**src/rtl/booth_pkg.sv**
```systemverilog
// Shared definitions for the radix-2 Booth multiplier: FSM state encoding,
// Booth recoding values and the default operand width used by the datapath.
package booth_pkg;

  localparam int DEF_WIDTH = 6;

  typedef enum logic [2:0] {
    ST_IDLE  = 3'd0,
    ST_LOAD  = 3'd1,
    ST_EXAM  = 3'd2,
    ST_SHIFT = 3'd3,
    ST_DONE  = 3'd4
  } state_t;

  typedef enum logic [1:0] {
    BOOTH_NOP = 2'd0,
    BOOTH_ADD = 2'd1,
    BOOTH_SUB = 2'd2
  } booth_t;

  // Radix-2 recoding of the pair {Q0, Q(-1)}: 01 adds M, 10 subtracts M.
  function automatic booth_t booth_decode(input logic q0, input logic qm1);
    booth_t code;
    case ({q0, qm1})
      2'b01:   code = BOOTH_ADD;
      2'b10:   code = BOOTH_SUB;
      default: code = BOOTH_NOP;
    endcase
    return code;
  endfunction

endpackage

```
**src/rtl/booth_iter_cnt.sv**
```systemverilog
// Booth iteration counter: cleared at operand load, advanced once per shift,
// holds at WIDTH-1 so it never wraps.
module booth_iter_cnt
  import booth_pkg::*;
#(
  parameter int WIDTH = DEF_WIDTH
) (
  input  logic clk,
  input  logic rst,
  input  logic clr,
  input  logic inc,
  output logic last
);

  localparam int CNT_W = $clog2(WIDTH);

  logic [CNT_W-1:0] cnt;

  assign last = (cnt == CNT_W'(WIDTH - 1));

  // NOTE: sequential state uses non-blocking assignments so every flop samples
  // the pre-edge values, independent of block evaluation order.
  always_ff @(posedge clk) begin
    if (rst) begin
      cnt <= '0;
    end else if (clr) begin
      cnt <= '0;
    end else if (inc && !last) begin
      cnt <= cnt + CNT_W'(1);
    end
  end

endmodule

```
**src/rtl/booth_ctrl.sv**
```systemverilog
// Sequencing controller for the radix-2 Booth multiplier: load, then WIDTH
// rounds of examine/shift, then a one-cycle done pulse back to IDLE.
module booth_ctrl
  import booth_pkg::*;
#(
  parameter int WIDTH = DEF_WIDTH
) (
  input  logic clk,
  input  logic rst,
  input  logic start,
  input  logic q0,
  input  logic qm1,
  output logic ready,
  output logic init,
  output logic ld_m,
  output logic ld_q,
  output logic ld_acc,
  output logic addsub,
  output logic sh,
  output logic done
);

  state_t state;
  booth_t code;
  logic   last;

  booth_iter_cnt #(.WIDTH(WIDTH)) u_cnt (
    .clk  (clk),
    .rst  (rst),
    .clr  (state == ST_LOAD),
    .inc  (state == ST_SHIFT),
    .last (last)
  );

  always_ff @(posedge clk) begin
    if (rst) begin
      state <= ST_IDLE;
    end else begin
      case (state)
        ST_IDLE:  if (start) state <= ST_LOAD;
        ST_LOAD:  state <= ST_EXAM;
        ST_EXAM:  state <= ST_SHIFT;
        ST_SHIFT: state <= last ? ST_DONE : ST_EXAM;
        ST_DONE:  state <= ST_IDLE;
        default:  state <= ST_IDLE;
      endcase
    end
  end

  assign code = booth_decode(q0, qm1);

  // Moore decode: only EXAM looks at the datapath bits, which are stable there.
  always_comb begin
    // NOTE: every output gets a default first so no path through the case
    // leaves a signal unassigned and infers a latch.
    ready  = 1'b0;
    init   = 1'b0;
    ld_m   = 1'b0;
    ld_q   = 1'b0;
    ld_acc = 1'b0;
    addsub = 1'b0;
    sh     = 1'b0;
    done   = 1'b0;
    case (state)
      ST_IDLE: ready = 1'b1;
      ST_LOAD: begin
        init = 1'b1;
        ld_m = 1'b1;
        ld_q = 1'b1;
      end
      ST_EXAM: begin
        ld_acc = (code != BOOTH_NOP);
        addsub = (code == BOOTH_SUB);
      end
      ST_SHIFT: sh   = 1'b1;
      ST_DONE:  done = 1'b1;
      default:  ready = 1'b0;
    endcase
  end

endmodule

```
**config.mk**
```make
export PLATFORM = sky130hd
export DESIGN_NAME = booth_ctrl
export DESIGN_NICKNAME = d
export VERILOG_FILES = /design/src/rtl/booth_pkg.sv /design/src/rtl/booth_iter_cnt.sv /design/src/rtl/booth_ctrl.sv
export SDC_FILE = /design/constraint.sdc
export NUM_CORES = 1
export LEC_CHECK = 0
export CAP_MARGIN = 20
export CORE_AREA = 2 2 39 41
export CTS_BUF_LIST = sky130_fd_sc_hd__clkbuf_16
export DETAILED_ROUTE_END_ITERATION = 6
export DIE_AREA = 0 0 41 43
export SYNTH_ARGS = -nofsm -noshare
export SYNTH_HDL_FRONTEND = slang
export SYNTH_SLANG_ARGS = --single-unit
```
**constraint.sdc**
```tcl
create_clock -name clk -period 1.5 [get_ports clk]
set_input_delay 0.15 -clock clk [delete_from_list [all_inputs] [get_ports clk]]
set_output_delay 0.15 -clock clk [all_outputs]
set_load 0.01 [all_outputs]
```
==> impl_summary.txt <==
----------------------------------------------------
[Timing]
  Clock skew ... 0.000494 ns
  Maximum clock frequency ... 702 MHz
  Final Hold Vio Count ... 0
  Setup repair after global routing missed its margin ... false
  Final critical-path setup slack ... 0.0763 ns
  Setup violations, final ... 0
  Normalized max-slew margin ... 87.2%
  Count of pins over their slew limit ... 0
  Setup tns final ... 0 ns
  Worst-Margin Slew ... 0.189 ns
  Final critical-path required period ... 1.42 ns
  Post-route clock period utilization ... around 95%

[Detailed routing]
  Remaining DRCs ... 0
  Routed WL ... 751 microns
  Vias per std cell ... 4.53
  Number of iterations in the first detailed-routing pass ... 1
  Overall via count from detail_route ... 331
  Routed len/inst ... 10.3 microns
  Detailed Route Iter0 Violations ... 0
  Routed Antenna Nets ... 0

[Synthesis]
  Count of flip-flops with a built-in enable after synthesis ... 0
  Proportion of netlist area held by the largest area contributor ... between 30% and 40%
  Yosys top cell by area ... sky130_fd_sc_hd__dfxtp_1
  Number of library cell types mapped by synthesis ... 21
  Warnings, synthesis ... 0
  Area contributors post-synth ... sky130_fd_sc_hd__dfxtp_1 (33%), sky130_fd_sc_hd__ha_1 (10%), sky130_fd_sc_hd__buf_4 (8.3%)
  Post-Synthesis Cells ... 40
  Most used DFF post-synth ... sky130_fd_sc_hd__dfxtp_1
  Synthesized net count ... 48
  Summed instance area of the synthesized netlist ... roughly 360 sq um
  Register area share after synthesis ... roughly 33%
  Synth Area per Inst ... slightly above 9 sq um
  Async S/R FF share, synth ... 0%
  Total of flip-flops plus latches after synthesis ... 6

[Finish]
  Share of final-layout standard cells stronger than drive strength 1 ... 29.8%
  Number of fill cells in the layout ... roughly 130
  Antenna diode count ... 0
  Nets ... 67
  Finished Layout Cells ... 73
  Syn-to-layout area delta ... 63.4%
  Top library cells by usage in the layout, fill and taps aside ... sky130_fd_sc_hd__dlygate4sd2_1 (7), sky130_fd_sc_hd__buf_4 (6), sky130_fd_sc_hd__clkdlybuf4s50_1 (4), sky130_fd_sc_hd__dfxtp_1 (4)
  Most common library cell in the layout ignoring fill and taps ... sky130_fd_sc_hd__dlygate4sd2_1

[CTS]
  Number of levels the H-tree was split into ... 1
  Number of cells upsized or downsized after cts ... 12
  Clock root buffer ... sky130_fd_sc_hd__clkbuf_16
  Source-to-sink clock delay at the later pin of the worst-skew pair ... 0.23 ns
  Longest Clk Path Bufs ... 2
  Clock slew seen by the registers of the worst setup and hold paths ... about 0.030 ns
  CTS Buf Count ... 3
  Number of setup buffers added after CTS ... 0
  Clock tree from TritonCTS ... built
  Count of hold buffers inserted by post-cts repair ... 0
  Clock net sink count ... 6

[Global routing]
  Gr usage total ... 9.46%
  Global-route wire length before repair ... 1.08 mm
  Via count of the first global-routing pass ... 256
  Pin count of the biggest net entering global routing ... 9
  GR Overflow Total ... 0
  Number of antenna violations at the first check in global routing ... 0

[Floorplan]
  Initial Util ... 26.2%
  Number of top-level pins ... 13
  Core outline area ... 1380 sq um
  Die Wd ... 41 microns
  Die Footprint ... 1760 sq um
  Std cell rows ... 14
  Chip height ... 43 microns

[Critical path]
  Critical path class ... primary input to primary output
  CP Capture Type ... primary output
  Arrival time worst endpoint ... 1.27 ns
  FF-to-FF Start ... u_cnt.cnt[1]
  Cells on worst reg2reg path ... 5
  Crit path launch ... qm1
  Terminus of the critical flop-to-flop path ... u_cnt.cnt[0]
  Worst Path Required ... approximately 1.4 ns
  Largest driver fanout on the critical path ... 1
  Flop2flop setup slack ... approximately 0.21 ns
  Element type at the critical path start ... primary input

[Min path]
  Worst Hold Depth ... 1
  Hold Crit Start ... state[0]
  Class of the worst hold path ... register to register
  End of the worst hold path ... state[0]

[Pwr]
  Int Power ... 0.000560 W
  Static Leakage ... 0.288 nW
  Switching Power ... 0.000137 W
  Total power divided by cell area ... 1180 nW/um^2
  Switching fraction of total power ... between 15 and 20%
  Part of the total power dissipated in the clock network ... 62.6%
  Post-route total power ... 0.000697 W
  Logic gate share of total power ... 12.4%
  Max rail drop VDD ... 0.796 mV
  Seq pwr share ... 25.0%

[Place]
  Instance count after placement with tap cells included ... 70
  Setup slack at placement ... -0.392 ns
  Hpwl dp ... 539 microns
  Quantity of I/O buffers inserted on ports ... 12
  Routability-driven placement congestion ratio ... around 0.61

[Run status]
  Status ... complete, no violations

[Flow run]
  Max-cap violations ... 0

----------------------------------------------------
-- power by group through the flow --
stage          Clock (W)  Sequential [W]  Combinational, W
6_report        0.000436        0.000175         0.0000866
5_1_grt         0.000449        0.000176         0.0000948
4_1_cts         0.000448        0.000174         0.0000858
3_5_place_dp           0        0.000176         0.0000951
3_3_place_gp           0        0.000176         0.0000954
2_1_floorplan          0        0.000171         0.0000527
-- routing by layer --
layer,global-route usage (%),part of all wire (%),vias to the layer above
li1,-,-,175
met2,11.6,40,13
met4,6.00,1.7,0
met3,6.81,12,2
met5,0,0,-
met1,11.3,46,141
-- registers in the layout, indices dropped and copies added (netlist names) --
| name | cells |
|---|---|
| state | 3 |
| u_cnt.cnt | 3 |
-- final cells by class --
type,instances,area (sq um),area share (%)
Clock buffer,3,75.1,12.7
Timing Repair Buffer,18,151,25.5
Tap cell,16,20.0,3.38
Multi-Input combinational cell,26,209,35.2
Inverter,4,15.0,2.53
Sequential cell,6,123,20.7
-- cells by family after synthesis --
logic type / synth area share, %
adders and majority gates: 10.3
AOI/OAI and AO/OA: 14.8
and+or+nand+nor: 29.3
DFF: 33.1
buffers and inverters: 12.4
-- through the flow --
stage	hold slack [ns]	util (%)	area, sq um
after CTS	0.465	42.3	586
after global routing	0.496	42.9	593
after detailed placement	0.493	37.4	518
final	0.470	42.9	593
after global placement	0.484	37.4	518
after floorplan	0.227	-	363
-- synth_stat cells, drive strengths merged, types with 2 or more instances --
cell,number
dfxtp,6
buf,4
inv,4
a21oi,3
ha,3
nor2,2
nor3,2
nor3b,2
o21ai,2
or3,2
-- worst max-delay path by stage --
stage | endpoint | slack (ns) | depth (start not counted)
final | ld_acc | 0.08 | 5
after global routing | addsub | 0.03 | 4
after CTS | ld_acc | -0.08 | 5
after detailed placement | ld_acc | -0.39 | 5
after global placement | ld_acc | -0.36 | 5
after floorplan | u_cnt.cnt[1] | 0.21 | 4
-- worst max-delay path: stages --
cell and delay (ns):
sky130_fd_sc_hd__clkdlybuf4s50_1 0.45, sky130_fd_sc_hd__inv_1 0.04, sky130_fd_sc_hd__ha_1 0.27, sky130_fd_sc_hd__nor4b_2 0.20
sky130_fd_sc_hd__buf_2 0.16
Power figures use the tool's default switching activity.
